### src/rtl/uart_tx_fifo.sv
// rtl/uart_tx_fifo.sv - byte FIFO and drain sequencer feeding the UART transmitter
module uart_tx_fifo #(
    parameter int DEPTH_LOG2 = 4,
    parameter int BUSY_TO    = 15
) (
    input  logic                  clk,
    input  logic                  reset_n,
    input  logic                  wr_en,
    input  logic [7:0]            wr_data,
    input  logic                  clr_ovf,
    input  logic                  tx_busy,
    output logic                  tx_start,
    output logic [7:0]            tx_data,
    output logic                  full,
    output logic                  empty,
    output logic [DEPTH_LOG2:0]   count,
    output logic                  overflow
);

    localparam int DEPTH = 1 << DEPTH_LOG2;
    // Wide enough to hold BUSY_TO, and never zero bits wide
    localparam int TO_W  = $clog2(BUSY_TO + 2);

    localparam logic [DEPTH_LOG2:0]   CNT_ONE  = 1;
    localparam logic [DEPTH_LOG2:0]   CNT_FULL = DEPTH[DEPTH_LOG2:0];
    localparam logic [DEPTH_LOG2-1:0] PTR_ONE  = 1;
    localparam logic [TO_W-1:0]       TO_ONE   = 1;
    localparam logic [TO_W-1:0]       TO_LIMIT = BUSY_TO[TO_W-1:0];

    typedef enum logic [1:0] {
        S_IDLE      = 2'd0,
        S_START     = 2'd1,
        S_WAIT_BUSY = 2'd2,
        S_WAIT_DONE = 2'd3
    } state_t;

    state_t                  state_q, state_d;
    logic [7:0]              mem_q [DEPTH];
    logic [DEPTH_LOG2-1:0]   wp_q, wp_d;
    logic [DEPTH_LOG2-1:0]   rp_q, rp_d;
    logic [DEPTH_LOG2:0]     count_q, count_d;
    logic                    overflow_q, overflow_d;
    logic                    tx_start_q, tx_start_d;
    logic [7:0]              tx_data_q, tx_data_d;
    logic [TO_W-1:0]         to_cnt_q, to_cnt_d;

    logic                    push;
    logic                    pop;

    assign full     = (count_q == CNT_FULL);
    assign empty    = (count_q == '0);
    assign count    = count_q;
    assign overflow = overflow_q;
    assign tx_start = tx_start_q;
    assign tx_data  = tx_data_q;

    // A push is only taken when there is room; a pop happens whenever the sequencer is idle with data
    assign push = wr_en && !full;
    assign pop  = (state_q == S_IDLE) && !empty;

    // Write pointer, occupancy and sticky overflow; a rejected push beats clr_ovf
    always_comb begin
        wp_d       = wp_q;
        count_d    = count_q;
        overflow_d = overflow_q;
        if (push) begin
            wp_d = wp_q + PTR_ONE;
        end
        if (push && !pop) begin
            count_d = count_q + CNT_ONE;
        end else if (!push && pop) begin
            count_d = count_q - CNT_ONE;
        end
        if (wr_en && full) begin
            overflow_d = 1'b1;
        end else if (clr_ovf) begin
            overflow_d = 1'b0;
        end
    end

    // Drain sequencer: pop into tx_data, pulse START, then wait for BUSY to rise and fall (or time out)
    always_comb begin
        state_d    = state_q;
        rp_d       = rp_q;
        tx_start_d = 1'b0;
        tx_data_d  = tx_data_q;
        to_cnt_d   = to_cnt_q;
        case (state_q)
            S_IDLE: begin
                if (pop) begin
                    tx_data_d  = mem_q[rp_q];
                    rp_d       = rp_q + PTR_ONE;
                    tx_start_d = 1'b1;
                    state_d    = S_START;
                end
            end
            S_START: begin
                to_cnt_d = '0;
                state_d  = S_WAIT_BUSY;
            end
            S_WAIT_BUSY: begin
                if (tx_busy) begin
                    state_d = S_WAIT_DONE;
                end else if (to_cnt_q == TO_LIMIT) begin
                    state_d = S_IDLE;
                end else begin
                    to_cnt_d = to_cnt_q + TO_ONE;
                end
            end
            S_WAIT_DONE: begin
                if (!tx_busy) begin
                    state_d = S_IDLE;
                end
            end
            default: state_d = S_IDLE;
        endcase
    end

    // Byte storage; contents are meaningless after reset since the pointers restart
    always_ff @(posedge clk) begin
        if (push) begin
            mem_q[wp_q] <= wr_data;
        end
    end

    // State registers
    always_ff @(posedge clk or negedge reset_n) begin
        if (!reset_n) begin
            state_q    <= S_IDLE;
            wp_q       <= '0;
            rp_q       <= '0;
            count_q    <= '0;
            overflow_q <= 1'b0;
            tx_start_q <= 1'b0;
            tx_data_q  <= 8'h00;
            to_cnt_q   <= '0;
        end else begin
            state_q    <= state_d;
            wp_q       <= wp_d;
            rp_q       <= rp_d;
            count_q    <= count_d;
            overflow_q <= overflow_d;
            tx_start_q <= tx_start_d;
            tx_data_q  <= tx_data_d;
            to_cnt_q   <= to_cnt_d;
        end
    end

endmodule

### config.mk
export PLATFORM = sky130hd
export DESIGN_NAME = uart_tx_fifo
export DESIGN_NICKNAME = d
export VERILOG_FILES = /design/src/rtl/uart_tx_fifo.sv
export SDC_FILE = /design/constraint.sdc
export NUM_CORES = 1
export LEC_CHECK = 0
export BUFFER_PORTS_ARGS = -buffer_cell sky130_fd_sc_hd__buf_2
export CAP_MARGIN = 15
export CELL_PAD_IN_SITES_DETAIL_PLACEMENT = 1
export CELL_PAD_IN_SITES_GLOBAL_PLACEMENT = 2
export CORE_MARGIN = 1
export CORE_UTILIZATION = 46
export CTS_CLUSTER_DIAMETER = 100
export DETAILED_ROUTE_END_ITERATION = 12
export PLACE_DENSITY_LB_ADDON = 0.1
export SETUP_SLACK_MARGIN = 0.2
export SLEW_MARGIN = 5
export SYNTH_ARGS = -nofsm -noshare
export SYNTH_HDL_FRONTEND = slang
export SYNTH_SLANG_ARGS = --single-unit
### constraint.sdc
create_clock -name clk -period 3.8 [get_ports clk]
set_clock_uncertainty 0.15 [all_clocks]
set_input_delay 1.14 -clock clk [delete_from_list [all_inputs] [get_ports clk]]
set_output_delay 1.14 -clock clk [all_outputs]
set_load 0.01 [all_outputs]
After elaboration in Yosys (flattened, before gate mapping)
Memories as Yosys holds them, arrays and structs flattened. A register that Yosys moved wholly into a read port is not among the register bits.
Index checks and enable logic that the tools add are counted.
W data, S select, Z words.

cells by class
  add/sub/neg operators = 5
  eq/ne operators = 10
  reductions and logical operators = 18
  muxes and demuxes = 16

operator list
  operator               count
  $mux W5                4
  $add A5 B1 Y5 const B  2
  $pmux W5 S2            1
  $add A4 B1 Y4 const B  2
  $mux W2                4
  $ne A2 B2 Y1 const B   4
  $pmux W2 S4            1
  $mux W1                6
  $reduce_and A3 Y1      2
  $reduce_bool A2 Y1     3
  $eq A5 B4 Y1 const B   1
  $eq A5 B5 Y1 const B   1
  $logic_and A1 B1 Y1    5
  $logic_not A1 Y1       5
  $logic_not A5 Y1       1
  $sub A5 B1 Y5 const B  1
  $eq A2 B2 Y1 const B   2
  $ne A3 B3 Y1 const B   1
  $eq A2 B1 Y1 const B   1
  $logic_not A2 Y1       1
  $reduce_and A2 Y1      1

word-level totals
  register bits after elaboration = 22
  memories = 1
  output and inout port bits = 17
  memory bits (writable) = 128

memories
  name   depth  bits a word  rd ports  clocked after memory_dff  wr ports  RTL line  source
  mem_q  16     8            1         1                         1         38        logic [7:0] mem_q [DEPTH];

Depth between registers and ports, before layout
  word-level depth = 7
  depth in mapped cells = 11
  mapped depth without buffers = 9

Worst setup path after synthesis
Ideal clock, no wire load.

  kind = input port to flip-flop
  from = input port wr_en
  to = register count_q[4] (netlist: count[4])
  setup slack = 0.582 ns
  stages = 8
  data arrival time = 2.988 ns
  required time = 3.570 ns
  cell sequence = a21boi_1 ha_1 inv_1 fa_1 a21o_1 a21oi_1 mux2i_1 xnor2_1

on the way
  word-level cells in the longest chain between the ends = 4
  elaborated cells on any way between the ends = 6
  classes of those cells = mux: 1; reduce/logical: 5

RTL lines
  what                                 RTL line  source
  from (decl)                          8         input logic wr_en,
  $logic_and A1 B1 Y1 *                58        assign push = wr_en && !full;
  $logic_not A1 Y1                     71        end else if (!push && pop) begin
  $logic_and A1 B1 Y1                  71
  $reduce_bool A2 Y1 (no source line)  -
  to (signal assigned)                 141       count_q <= count_d;
  to (decl)                            41        logic [DEPTH_LOG2:0] count_q, count_d;

Mark *: on every way between the ends. The rest lies on a longest branch, timed or not.
A chain may end at the register's enable or synchronous reset.

Final worst setup path
  from = register count_q[0] (netlist: count[0])
  to = output port empty

on the way
  word-level cells in the longest chain between the ends = 1

RTL lines
  what              RTL line  source
  $logic_not A5 Y1  51        assign empty = (count_q == '0);
  to (decl)         15        output logic empty,

No other way between the ends.

==> results.sh <==
export IMPL_grt_pass1_wl_um=21300
export IMPL_yosys_register_bits=158
export IMPL_cts_setup_buffers=0
export IMPL_crit_path_end_kind="output port"
export IMPL_cts_tree="done"
export IMPL_finalMaxSlewViolations=0
export IMPL_area_growth_pct=15.9
export IMPL_netlist_instances=362
export IMPL_final_setup_viol_count=0
export IMPL_coreArea_sq_um=13500
export IMPL_placedCellCount=566
export IMPL_ios=30
export IMPL_path_class="flip-flop to output port"
export IMPL_synth_area_sq_um=6470
export IMPL_reg2regPathDepth=9
export IMPL_timing_final_crit_period_ps=2980
export IMPL_crit_buf_inv=1
export IMPL_status="finished clean"
export IMPL_hp_class="flip-flop to flip-flop"
export IMPL_wl_per_cell_um=22.6
export IMPL_drt_first_pass_iters=4
export IMPL_final_nets=434
export IMPL_rows=42
export IMPL_mostFrequentLayoutCells="edfxtp_1, dfrtp_1, buf_2"
export IMPL_start_util_pct=48.1
export IMPL_timing_rr_start="count[0]$_DFFE_PN0P_"
export IMPL_clk_latency_ps=420
export IMPL_setup_ws_ps=818
export IMPL_tightest_slew_ps=1010
export IMPL_route_detailed_drc=0
export IMPL_port_buffers=29
export IMPL_arrival_ps=1690
export IMPL_worstHoldStart="tx_data[6]$_DFFE_PN0P_"
export IMPL_fin_setup_tns_ps=0
export IMPL_final_cells=597
export IMPL_dp_hpwl_um=8400
export IMPL_place_congestion=0.708
export IMPL_routed_wl_um=13500
export IMPL_grt_pass1_vias=3683
export IMPL_layout_commonest_cell="edfxtp_1"
export IMPL_grtUsageTotal_pct=20.9
export IMPL_grt_overflow=0
export IMPL_numCtsBuffers=17
export IMPL_peakVddDrop_mv=0.332
export IMPL_synth_distinct_cells=39
export IMPL_vias=3399
export IMPL_hold_end="tx_data[6]$_DFFE_PN0P_"
export IMPL_layout_drive_gt1_share_pct=24.7
export IMPL_clk_pin_slew_ps=60
export IMPL_synth_warnings=0
export IMPL_antenna_left=0
export IMPL_clock_root_buffer="clkbuf_16"
export IMPL_startpoint_type="flip-flop"
export IMPL_grt_max_degree=36
export IMPL_timing_critical_path_required_ps=2510
export IMPL_first_iter_violations=231
export IMPL_htreeDepth=4
export IMPL_cpPeakStageDelay_ps=560
export IMPL_fmax_ghz=0.335
export IMPL_p_per_area_nw_per_um2=782
export IMPL_die_x_um=121
export IMPL_syn_num_nets=387
export IMPL_dieArea_sq_um=14500
export IMPL_r2r_slack_ps=900
export IMPL_max_slew_margin_pct=32.3
export IMPL_cts_buffer_depth=2
export IMPL_p_leak_uw=0.00275
export IMPL_fin_crit_sh_pct=78.5
export IMPL_cpLargestDelayFamily="simple AND/OR/NAND/NOR gates"
export IMPL_postSynthAreaPerCell_sq_um=17.9
export IMPL_path_cells="or4_1, nor2_1, buf_2"
export IMPL_postCtsHoldBufs=0
export IMPL_place_ws_ps=672
export IMPL_ys_seq_area_share_pct=71.0
export IMPL_die_h_um=121
export IMPL_worstHoldPathCells=1
export IMPL_antenna_cells=0
export IMPL_path_max_fanout=6
export IMPL_cap_viol_max_count=0
export IMPL_slowest_stage="or4_1"
export IMPL_vias_per_cell=5.69
export IMPL_finalPower_uw=5860
export IMPL_grt_antenna_before_repair=0
export IMPL_r2r_end="count[4]$_DFFE_PN0P_"
export IMPL_cts_sinks=158
export IMPL_cts_resized=0
export IMPL_hold_ws_ps=352
export IMPL_hold_violations=0
export IMPL_rsz0062_at_grt="no"
==> worst reg2reg max path, stage by stage, from the launching register on <==
cell and delay, ps:
dfrtp_1 460, or4_1 570, o21ai_2 190, ha_1 190, inv_1 100, fa_1 420, a21o_1 190, a21oi_1 170
mux2i_1 230, xnor2_1 150
==> cell type report <==
type	instances	area (sq um)
multi-input combinational	177	1730
timing repair buffer	48	300
tap	176	220
inverter	7	26.3
clock inverter	13	196
fill	1246	5960
clock buffer	18	429
sequential	158	4600
==> power by group <==
group / switching [uW] / internal [uW] / leakage, uW / total, uW
clock: 652 / 1150 / 0.000301 / 1810
sequential: 310 / 2160 / 0.00153 / 2470
combinational: 786 / 798 / 0.000916 / 1580
==> Yosys cell counts (all sizes together) <==
| master | n | area [sq um] |
|---|---|---|
| buf | 15 | 101 |
| nor2b | 8 | 50.1 |
| clkbuf | 5 | 22.5 |
| mux4 | 32 | 751 |
| nor4 | 3 | 18.8 |
| xnor2 | 9 | 78.8 |
| o21ai | 9 | 45.0 |
| o21a | 1 | 7.51 |
| fa | 1 | 20.0 |
| a22o | 9 | 78.8 |
| and2 | 1 | 6.26 |
| ha | 11 | 138 |
| nor3 | 5 | 25.0 |
| a21boi | 1 | 7.51 |
| mux2i | 9 | 90.1 |
| nand2b | 3 | 18.8 |
| nor2 | 20 | 75.1 |
| dfrtp | 30 | 751 |
| nand4 | 3 | 18.8 |
| or4 | 1 | 7.51 |
| mux2 | 1 | 11.3 |
| xor2 | 1 | 8.76 |
| a21o | 3 | 22.5 |
| a21oi | 15 | 75.1 |
| o211ai | 1 | 7.51 |
| nand2 | 19 | 71.3 |
| and4b | 1 | 10.0 |
| and3 | 2 | 12.5 |
| a211o | 8 | 70.1 |
| inv | 7 | 26.3 |
| edfxtp | 128 | 3840 |
==> how the worst max path moves through the flow <==
stage                               startpoint              endpoint  cells past startpoint
after floorplan                          wr_en  count[4]$_DFFE_PN0P_                      8
after global placement                   wr_en  count[4]$_DFFE_PN0P_                      9
after detailed placement                 wr_en  count[4]$_DFFE_PN0P_                      9
after CTS                 count[0]$_DFFE_PN0P_                 empty                      3
after global routing      count[1]$_DFFE_PN0P_  count[4]$_DFFE_PN0P_                      9
final                     count[0]$_DFFE_PN0P_                 empty                      3
==> state kept, by name (all words and copies together) (netlist names) <==
signal	count
tx_data	8
state_q	2
rp_q	4
wp_q	4
count	5
tx_start	1
overflow	1
to_cnt_q	5
mem_q	128
==> cell families (layout without fill, tap and decap cells) <==
family | count (synthesis) | count (layout) | synth area share, %
AND/OR/NAND/NOR | 66 | 66 | 4.85
XOR/XNOR | 10 | 10 | 1.35
multiplexers | 42 | 42 | 13.2
buffers and inverters | 27 | 86 | 2.32
flip-flops | 158 | 158 | 71.0
adder cells (fa/ha/maj) | 12 | 12 | 2.44
AO/OA/AOI/OAI | 47 | 47 | 4.85
==> routing by layer <==
metal | share of wire (%) | global-route usage, % | up-vias | wire length [um]
met5 | 0 | 0 | - | 0
met3 | 4.7 | 5.61 | 11 | 638
met4 | 1.2 | 7.56 | 0 | 157
met1 | 44 | 27.8 | 1799 | 5880
met2 | 51 | 33.4 | 73 | 6830
li1 | - | - | 1516 | -
==> through the flow <==
stage / area [sq um] / util (%)
6_report: 7500 / 55.7
5_1_grt: 7500 / 55.7
2_1_floorplan: 6470 / -
3_3_place_gp: 6870 / 51.1
4_1_cts: 7500 / 55.7
3_5_place_dp: 6870 / 51.1
Note: power is estimated with default switching activity, not from simulation.
